$ cat src/rtl/rt_dmem_arbiter.sv
// Shares the single-port data memory between the RT-core (fixed priority) and the AP-core (bounded starvation).
// Optional grant timeout is enabled by defining MAKU_DMEM_ARB_TIMEOUT_EN.
module rt_dmem_arbiter #(
  parameter int unsigned AP_MAX_WAIT = 4,
  parameter int unsigned TIMEOUT_CYC = 64
) (
  input  logic        clk,
  input  logic        rst_n,
  input  logic        rt_en,
  input  logic        rt_we,
  input  logic [31:0] rt_addr,
  input  logic [31:0] rt_wdata,
  output logic [31:0] rt_rdata,
  output logic        rt_ready,
  input  logic        ap_en,
  input  logic        ap_we,
  input  logic [31:0] ap_addr,
  input  logic [31:0] ap_wdata,
  output logic [31:0] ap_rdata,
  output logic        ap_ready,
  output logic        mem_en,
  output logic        mem_we,
  output logic [31:0] mem_addr,
  output logic [31:0] mem_wdata,
  input  logic [31:0] mem_rdata,
  input  logic        mem_ready,
  output logic        rt_grant,
  output logic        ap_grant,
  output logic        timeout_err
);

  typedef enum logic [1:0] {IDLE, GRANT_RT, GRANT_AP} state_t;

  localparam int unsigned CW = $clog2(AP_MAX_WAIT + 1);

  state_t        state;
  logic [CW-1:0] ap_wait_cnt;
  logic          ap_forced;
  logic          to_hit;
  logic          done;

  assign ap_forced = (ap_wait_cnt >= CW'(AP_MAX_WAIT));

`ifdef MAKU_DMEM_ARB_TIMEOUT_EN
  localparam int unsigned TW = $clog2(TIMEOUT_CYC + 1);
  logic [TW-1:0] to_cnt;

  // Fires on the TIMEOUT_CYC-th granted cycle that still has no mem_ready.
  assign to_hit      = (state != IDLE) && !mem_ready && (to_cnt == TW'(TIMEOUT_CYC - 1));
  assign timeout_err = to_hit;

  always_ff @(posedge clk or negedge rst_n) begin
    if (!rst_n) begin
      to_cnt <= '0;
    end else if (state == IDLE || done) begin
      to_cnt <= '0;
    end else begin
      to_cnt <= to_cnt + 1'b1;
    end
  end
`else
  logic unused_cfg;
  assign unused_cfg  = ^TIMEOUT_CYC;
  assign to_hit      = 1'b0;
  assign timeout_err = 1'b0;
`endif

  assign done = (state != IDLE) && (mem_ready || to_hit);

  always_ff @(posedge clk or negedge rst_n) begin
    if (!rst_n) begin
      state       <= IDLE;
      ap_wait_cnt <= '0;
      mem_en      <= 1'b0;
      mem_we      <= 1'b0;
      mem_addr    <= '0;
      mem_wdata   <= '0;
      rt_grant    <= 1'b0;
      ap_grant    <= 1'b0;
    end else begin
      case (state)
        IDLE: begin
          if (ap_en && ap_forced) begin
            state       <= GRANT_AP;
            ap_wait_cnt <= '0;
            mem_en      <= 1'b1;
            mem_we      <= ap_we;
            mem_addr    <= ap_addr;
            mem_wdata   <= ap_wdata;
            ap_grant    <= 1'b1;
          end else if (rt_en) begin
            state     <= GRANT_RT;
            mem_en    <= 1'b1;
            mem_we    <= rt_we;
            mem_addr  <= rt_addr;
            mem_wdata <= rt_wdata;
            rt_grant  <= 1'b1;
            // ap_en here implies the counter is below AP_MAX_WAIT, so this saturates.
            if (ap_en) ap_wait_cnt <= ap_wait_cnt + 1'b1;
          end else if (ap_en) begin
            state       <= GRANT_AP;
            ap_wait_cnt <= '0;
            mem_en      <= 1'b1;
            mem_we      <= ap_we;
            mem_addr    <= ap_addr;
            mem_wdata   <= ap_wdata;
            ap_grant    <= 1'b1;
          end
        end
        default: begin
          if (done) begin
            state    <= IDLE;
            mem_en   <= 1'b0;
            rt_grant <= 1'b0;
            ap_grant <= 1'b0;
          end
        end
      endcase
    end
  end

  always_comb begin
    rt_ready = rt_grant && (mem_ready || to_hit);
    ap_ready = ap_grant && (mem_ready || to_hit);
    rt_rdata = '0;
    ap_rdata = '0;
    if (rt_grant) rt_rdata = to_hit ? 32'hDEAD_BEEF : mem_rdata;
    if (ap_grant) ap_rdata = to_hit ? 32'hDEAD_BEEF : mem_rdata;
  end

endmodule

$ cat config.mk
export PLATFORM = sky130hd
export DESIGN_NAME = rt_dmem_arbiter
export DESIGN_NICKNAME = d
export VERILOG_FILES = /design/src/rtl/rt_dmem_arbiter.sv
export SDC_FILE = /design/constraint.sdc
export NUM_CORES = 1
export LEC_CHECK = 0
export CORE_AREA = 2 2 118 120
export CTS_BUF_LIST = sky130_fd_sc_hd__clkbuf_2
export DETAILED_ROUTE_END_ITERATION = 7
export DIE_AREA = 0 0 120 122
export GPL_TIMING_DRIVEN = 0
export PLACE_DENSITY_LB_ADDON = 0.2
export REMOVE_ABC_BUFFERS = 1
export SLEW_MARGIN = 20
export SYNTH_ARGS = -nofsm -noshare
export SYNTH_HDL_FRONTEND = slang
export SYNTH_SLANG_ARGS = --single-unit
$ cat constraint.sdc
create_clock -name clk -period 2.1 [get_ports clk]
set_input_delay 0.63 -clock clk [delete_from_list [all_inputs] [get_ports clk]]
set_output_delay 0.63 -clock clk [all_outputs]
set_load 0.01 [all_outputs]
==> run metrics <==
Synth Cell Area=3700 um2; antenna viol nets, final=0; Hold Fails Final Rpt=0; Leakage=0.00351 uW; CTS Buffer Depth=2; Hold Crit Class=register to register; vias in the first global route=4172; critical path arrival=1520 ps; end of the worst register-to-register path=mem_wdata[4]; IO buf count=300; RSZ-0062 raised after global routing=yes; Nets=844; Vert. Die Dim=122 um; post-synth top area share=0.493; worst-case reg-to-reg path depth=4; Final HPWL DP=11000 um; CTS Sinks=73; worst r2r src=state[1]; hold wc startpoint=mem_en; largest net degree at the start of global routing=44; Simple-Gate Fraction of Synth Area=0.248; fmax=465 MHz; CP endpoint kind=output pin; Syn Area/Cell=9.98 um2; Synth area leader=dfrtp_1; routability cong.=0.814; failing checks=negative setup slack; CP Max Fanout=8; CTS root buf=clkbuf_2; CTS tree=done; grt ovf=0; initial antenna violation count=1; Clock Latency Late Sink=520 ps; via count=4268; area grow syn2layout=99.9%; status=finished, violations left; Max Cap Viol=0; first-iteration detailed-routing DRC count=149; ranking of synthesized cells by area=dfrtp_1 49%, a221o_1 12%, and2_1 11%, and3_1 7.8%, nand2_1 4.6%; I/O Pins=302; first-pass GRT wire length=23000 um; Remaining DRCs=0; CTS H-tree depth=3; Setup-failing EPs final=45; sequential area share after synthesis=0.493; mux cell area share after synthesis=0.00304; drt first pass iters=6; compound-gate portion of the synthesized area=0.198; Reg clk slew, reported paths=230 ps; Hold Path Stages=2; die area=14600 um2; Clock Skews=51.2 ps; actual slew at the worst max-slew pin=691 ps; Rel. slew slack=0.539; fin util=0.548; Syn Inst Count=371; GRT Total Usage=0.204; die width=120 um; fill count=1243; Req. time, crit path=1470 ps; Core Region=13500 um2; Post-Synth Adder-Cell Area=0.00338; cts bufs inserted=9; final wirelength=16000 um; Initial Util=0.274; Vias/cell=4.95; Post-Synth XOR/XNOR Area=0; Yosys reg bits=73; Post-Place Cells=819; Overall Power=9100 uW; Startpoint Class=register; Non-Filler Instances=862; Synth cell types=29; Yosys warning count=0; largest family of logic cells by synthesized area=simple AND/OR/NAND/NOR gates; fraction of layout cells with a size suffix above 1=0.258; worst vdd ir=481 uV; period utilization=1.02; pwr/cell area=1230 nW/um2; CP Class=register to output pin; per-cell routed wire length=18.5 um; Final WS setup=-48.3 ps; Setup WS pre-CTS=-1190 ps; FP Rows=43; min Tclk post-route=2150 ps; WHS Endpoint=mem_en; worst reg2reg setup slack=370 ps; max-slew violations=0
==> power breakdown <==
| group | total [uW] | switching [uW] | internal [uW] |
|---|---|---|---|
| Combinational | 5550 | 2440 | 3110 |
| Sequential | 2530 | 432 | 2100 |
| Clock | 1020 | 503 | 513 |
==> routing by layer <==
layer	GRT usage	routed length, um	share of wire	vias up
li1	-	-	-	1958
met1	0.225	5930	0.37	2074
met2	0.369	8410	0.53	207
met3	0.0506	1130	0.071	29
met4	0.0904	505	0.032	0
met5	0	0	0	-
==> kinds of logic after synthesis <==
| logic type | Yosys count |
|---|---|
| simple gates | 164 |
| compound gates | 92 |
| flops | 73 |
| buf+inv | 39 |
| mux | 1 |
| fa+ha+maj | 1 |
| other cells | 1 |
==> state kept, by name, summed over array words and instances, names as in the netlist <==
signal and count:
state 2, rt_grant 1, ap_grant 1, mem_addr 32, mem_we 1, ap_wait_cnt 3, mem_en 1, mem_wdata 32
==> critical path, stage by stage (launching register included) <==
cell and delay (ps):
dfrtp_4 590, clkbuf_16 200, and2_1 130, buf_2 130
==> layout make-up <==
cell class,count,area (um2),share of cell area
Clock inverter,6,106,0.0144
Multi-Input combinational cell,261,1850,0.250
Inverter,2,7.51,0.00101
Clock buffer,10,50.0,0.00676
Sequential cell,73,1830,0.248
Tap cell,180,225,0.0304
Timing Repair Buffer,329,3330,0.449
Antenna cell,1,2.50,0.000338
==> synth_stat cells, drive strengths merged <==
| library cell | instances |
|---|---|
| a21bo | 1 |
| and3 | 47 |
| o21ai | 3 |
| mux2 | 1 |
| nor2 | 2 |
| nand2 | 45 |
| or3b | 1 |
| or2 | 1 |
| dfrtp | 73 |
| ha | 1 |
| a21boi | 1 |
| clkbuf | 20 |
| a21oi | 19 |
| a22o | 1 |
| inv | 2 |
| a21o | 1 |
| nand4 | 1 |
| a31oi | 19 |
| a221o | 46 |
| conb | 1 |
| buf | 17 |
| o22ai | 1 |
| and2 | 67 |
==> timing repair <==
item,CTS,global route
resized for setup,320,158
setup endpoints to repair,201,103
setup buffers,15,4
pin swaps,2,24
gates cloned,3,3
hold buffers,1,0
hold endpoints to repair,5,0
==> worst max path at each step <==
| stage | from | end | slack, ps | cells after the start |
|---|---|---|---|---|
| after CTS | ap_grant | ap_rdata[18] | -160 | 3 |
| after detailed placement | ap_en | mem_wdata[4] | -1190 | 5 |
| final | ap_grant | ap_rdata[22] | -50 | 3 |
| after floorplan | state[1] | mem_addr[16] | -1050 | 3 |
| after global placement | state[1] | mem_wdata[18] | -3050 | 3 |
| after global routing | ap_grant | ap_rdata[4] | -140 | 3 |
==> per-stage QoR <==
step                hold WS [ps]  area, um2  setup TNS (ps)
global placement             464       6740         -361050
CTS                          514       7080           -5740
finish                       512       7400           -1220
global route                 533       7400           -6280
detailed placement           470       6880          -89020
floorplan                    334       3510          -52620
==> cells in the final DEF, fill, tap and decap left out, drive strengths merged, types with 2 or more instances in the layout <==
| cell | instances |
|---|---|
| inv | 2 |
| and2 | 67 |
| dlygate4sd2 | 66 |
| a21oi | 19 |
| clkbuf | 18 |
| o21ai | 3 |
| clkinv | 3 |
| clkdlybuf4s50 | 164 |
| bufinv | 3 |
| nand2 | 45 |
| and3 | 48 |
| a31oi | 19 |
| dfrtp | 73 |
| buf | 89 |
| a221o | 46 |
| nor2 | 3 |
Note: power is estimated with default switching activity, not from simulation.
==> edit 1: new RTL, config.mk and constraints unchanged <==
Set the parameter `AP_MAX_WAIT` to 8 (it was 4).
--- a/src/rtl/rt_dmem_arbiter.sv
+++ b/src/rtl/rt_dmem_arbiter.sv
@@ -1,7 +1,7 @@
 // Shares the single-port data memory between the RT-core (fixed priority) and the AP-core (bounded starvation).
 // Optional grant timeout is enabled by defining MAKU_DMEM_ARB_TIMEOUT_EN.
 module rt_dmem_arbiter #(
-  parameter int unsigned AP_MAX_WAIT = 4,
+  parameter int unsigned AP_MAX_WAIT = 8,
   parameter int unsigned TIMEOUT_CYC = 64
 ) (
   input  logic        clk,
Formal check against the unedited RTL: no difference found for any inputs over 4 cycles, from zero or initial values and one cycle with rst_n low; that may be too few to reach the edited logic, so the function may still have changed.
==> edit 1 against the original RTL <==
The flow still finishes with violations (setup timing). Critical path type unchanged. Register-to-register slack got worse by 0.19 ns. Area after synthesis increased by 5.1%. Routed wire length increased by 5.1%. Sequential power decreased by 5%. Worst setup slack got worse by 0.042 ns. Total power decreased by 18%. Final area increased by 0.79%. Sequential cell count increased by 1.
==> edit 1: results (changes against the original RTL) <==
* DRT Pass-1 Iters at 5 (-1)
* Clock Sinks at 74 (+1.4%)
* Slew at the pin closest to its max-slew limit at 0.844 ns (+0.153 ns)
* Setup Viol. Count Final at 51 (+13%)
* Critical Path Sink: ap_rdata[11]
* Hold Crit Depth at 1 (-1)
* Violation count after the first detailed-route iteration at 228 (+53%)
* Largest net degree at the start of global routing at 68 (+55%)
* Post-CTS Resized at 390 (+22%)
* Gpl congestion at 0.771 (-5.3%)
* Reg clk slew, reported paths at 0.19 ns (-0.04 ns)
* GR Util All Layers at 21.5% (+1.2 points)
* Fillers at 1244 (+0.080%)
* PnR worst setup slack at -0.0907 ns (-0.0425 ns)
* Layout Nets at 938 (+11%)
* Synth top area cells: dfrtp_1 48%, nand2_1 13%, and2_1 11%
* Run status: finished, violations left
* First-pass GRT wire length at 24900 um (+8.2%)
* Final WL at 16800 um (+5.1%)
* R2r endpoint: mem_wdata[21]
* Critical R2R Launch: state[0]
* Leakage Power at 3.30 nW (-6.1%)
* Via Count at 4740 (+11%)
* Failing checks: setup timing
* Worst path arrival time at 1.56 ns (+0.04 ns)
* Critical-path maximum fanout at 9 (+1)
* M1 WL at 6120 um (+3.2%)
* Layout cells sized above 1 at 21.2% (-4.7 points)
* Number of library cell types mapped by synthesis at 26 (-10%)
* Met2 routed WL at 8570 um (+2.0%)
* Post-synthesis sequential area ratio at 47.6% (-1.7 points)
* Met3 Track Usage GR at 8.85% (+3.8 points)
* Worst vdd ir at 0.000395 V (-18%)
[edit 1: changes by cell type in the layout (fill, tap and decap cells not counted), moves of 5 or more]
cell and change:
a31oi_1 +46, clkbuf_2 -5, and2_1 +5, buf_6 -8, and3_1 -46, a221o_1 -46, nand2_1 +94, a21oi_1 +47
buf_2 +9
[edit 1: critical path: stages (launching register included)]
cell	delay [ns]
dfrtp_4	0.60
buf_12	0.17
and2_1	0.15
buf_2	0.14
[edit 1: stage by stage]
| stage | setup TNS, ns | hold slack (ns) | cells | util (%) | power (mW) |
|---|---|---|---|---|---|
| after floorplan | -92.66 | 0.334 | 431 | - | 3.85 |
| after global placement | -413.66 | 0.477 | 911 | 51.1 | 6.28 |
| after detailed placement | -63.87 | 0.490 | 917 | 52.3 | 6.43 |
| after CTS | -6.19 | 0.486 | 950 | 52.7 | 7.13 |
| after global routing | -10.91 | 0.507 | 955 | 55.2 | 8.01 |
| final | -3.12 | 0.528 | 956 | 55.2 | 7.50 |
[edit 1: cell families after synthesis]
kind of cell	synth area share (%)
and+or+nand+nor	25.1
other	0.0964
buffers and inverters	5.92
adders and majority gates	0.322
AOI/OAI and AO/OA	20.9
DFF	47.6
[edit 1: final cells by class]
class / count / area share, %
repair buffers: 326 / 43.9
inverters: 2 / 0.101
clock buffers: 9 / 0.604
well taps: 180 / 3.02
flip-flops and latches: 74 / 24.9
multi-input cells: 357 / 26.3
clock inverters: 7 / 1.12
diodes: 1 / 0.0335
[edit 1: where the power goes]
| group | internal, mW | total, mW | switching [mW] | leakage (nW) |
|---|---|---|---|---|
| Sequential | 2.02 | 2.40 | 0.379 | 0.840 |
| Combinational | 2.28 | 4.21 | 1.94 | 2.38 |
| Clock | 0.380 | 0.893 | 0.512 | 0.0744 |
==> edit 2: new RTL, same flow settings <==
Without the edit above. Encoding of `state_t`: now one-hot (3 bits for 3 states).
--- a/src/rtl/rt_dmem_arbiter.sv
+++ b/src/rtl/rt_dmem_arbiter.sv
@@ -29,7 +29,7 @@
   output logic        timeout_err
 );
 
-  typedef enum logic [1:0] {IDLE, GRANT_RT, GRANT_AP} state_t;
+  typedef enum logic [2:0] {IDLE = 3'b001, GRANT_RT = 3'b010, GRANT_AP = 3'b100} state_t;
 
   localparam int unsigned CW = $clog2(AP_MAX_WAIT + 1);
 
Formal check against the unedited RTL: same outputs for any inputs over 4 cycles, from zero or initial values and one cycle with rst_n low; so few cycles prove little.
==> edit 2 against the original RTL <==
The flow still finishes with violations (setup timing). Worst setup slack worse by 0.037 ns. Cell count down 5.0%. Count of clock-buffer cells in the layout unchanged. Non-clock buffer count down 5. Routed wire length down 5.7%. Sequential cell count up 1. Total power down 9.4%. Combinational power down 8.5%. Area after synthesis up 2.3%. Final area down 4.0%. Via count down 3.8%. Largest cell class unchanged. Largest power group unchanged.
==> edit 2: results (changes against the original RTL) <==
* Layout cells sized above 1 at 23.5% (-2.4 points)
* Worst path arrival time at 1.55 ns (+0.03 ns)
* Met2 routed WL at 7660 um (-8.9%)
* Number of global-route vias before repair at 4168 (-0.096%)
* GR Util All Layers at 20.0% (-0.39 points)
* Violation count after the first detailed-route iteration at 121 (-19%)
* Fillers at 1269 (+2.1%)
* Post-synthesis instance total at 342 (-7.8%)
* Met3 Track Usage GR at 6.41% (+1.4 points)
* Inverters at 3 (+1)
* First-pass GRT wire length at 22800 um (-1.1%)
* PnR worst setup slack at -0.0849 ns (-0.0366 ns)
* Met1 Usage GRT at 22.5% (-0.042 points)
* Power share of the combinational group at 61.6% (+0.6 points)
* Worst vdd ir at 0.000486 V (+1.1%)
* Synth top cells by count: 73 x dfrtp_1, 66 x and2_1, 65 x a2bb2oi_1, 65 x o32ai_1, 30 x clkbuf_1
* M1 WL at 5670 um (-4.5%)
* Place WS at -0.477 ns (+0.717 ns)
* Adder-cell share of the synthesized area at 0.330% (-0.0077 points)
* Initial antenna violation count at 0 (-1)
* Largest registers: mem_addr (32), mem_wdata (32)
* Non-CTS buffers at 324 (-1.5%)
* Non-clk buf share at 43.6% (-1.3 points)
* Synth top area cells: dfrtp_1 48%, a2bb2oi_1 15%, o32ai_1 15%
* DRT Pass-1 Iters at 4 (-2)
* Final WL at 15100 um (-5.7%)
* TNS Setup at -2.23 ns (-1.01 ns)
* CP peak stage delay at 0.54 ns (-0.05 ns)
* Post-synthesis sequential area ratio at 48.9% (-0.43 points)
* Critical Path Slowest Stage Cell: dfrtp_4
* Seq cells post-synth at 74 (+1.4%)
* Via Count at 4104 (-3.8%)
* Non-filler cells in the finished layout at 819 (-5.0%)
* Setup Viol. Count Final at 58 (+29%)
* Largest net degree at the start of global routing at 68 (+55%)
* Slew HR at 47.0% (-6.8 points)
* Reg clk slew, reported paths at 0.19 ns (-0.04 ns)
* Run status: finished, violations left
* ClkCell Share at 1.18% (-0.93 points)
* Gpl congestion at 0.727 (-11%)
* Ys flop type: dfrtp_1
* Sequential share of power at 30.4% (+2.6 points)
* Met3 Wirelength at 1420 um (+26%)
* Layout Utilization at 52.6% (-2.2 points)
* Met2 Usage GRT at 35.2% (-1.7 points)
* Failing checks: setup timing
* Mux share of post-synthesis cell area at 0% (-0.30 points)
## edit 2: cell count changes in the layout (fill, tap and decap cells not counted), moves of 4 or more
cell and change:
a2bb2oi_1 +65, o32ai_1 +65, a221o_1 -46, and3_1 -46, nand2_1 -39, buf_2 +22
buf_6 -20, a21oi_1 -19, a31oi_1 -19, and2_1 +18, and2_4 -18, buf_16 -4
## edit 2: path summary, 6_finish.rpt
check                                from             to  slack [ns]  cells past startpoint
min                                mem_en         mem_en        0.51                      1
min reg2reg                        mem_en         mem_en        0.51                      1
max in group asynchronous           rst_n  mem_wdata[27]        0.94                      3
min in group asynchronous           rst_n   mem_addr[29]        0.56                      2
max reg2reg                ap_wait_cnt[2]  mem_wdata[14]        0.30                      4
max                              ap_grant   ap_rdata[22]       -0.08                      4
## edit 2: timing repair
item                                   4_1_cts  5_1_grt
setup buffers                               14        1
endpoints found under the hold margin       34        0
setup endpoints to repair                  134       66
gates resized for setup                    369       56
pin swaps                                    6        0
gates cloned                                 0        3
hold buffers                                 1        0
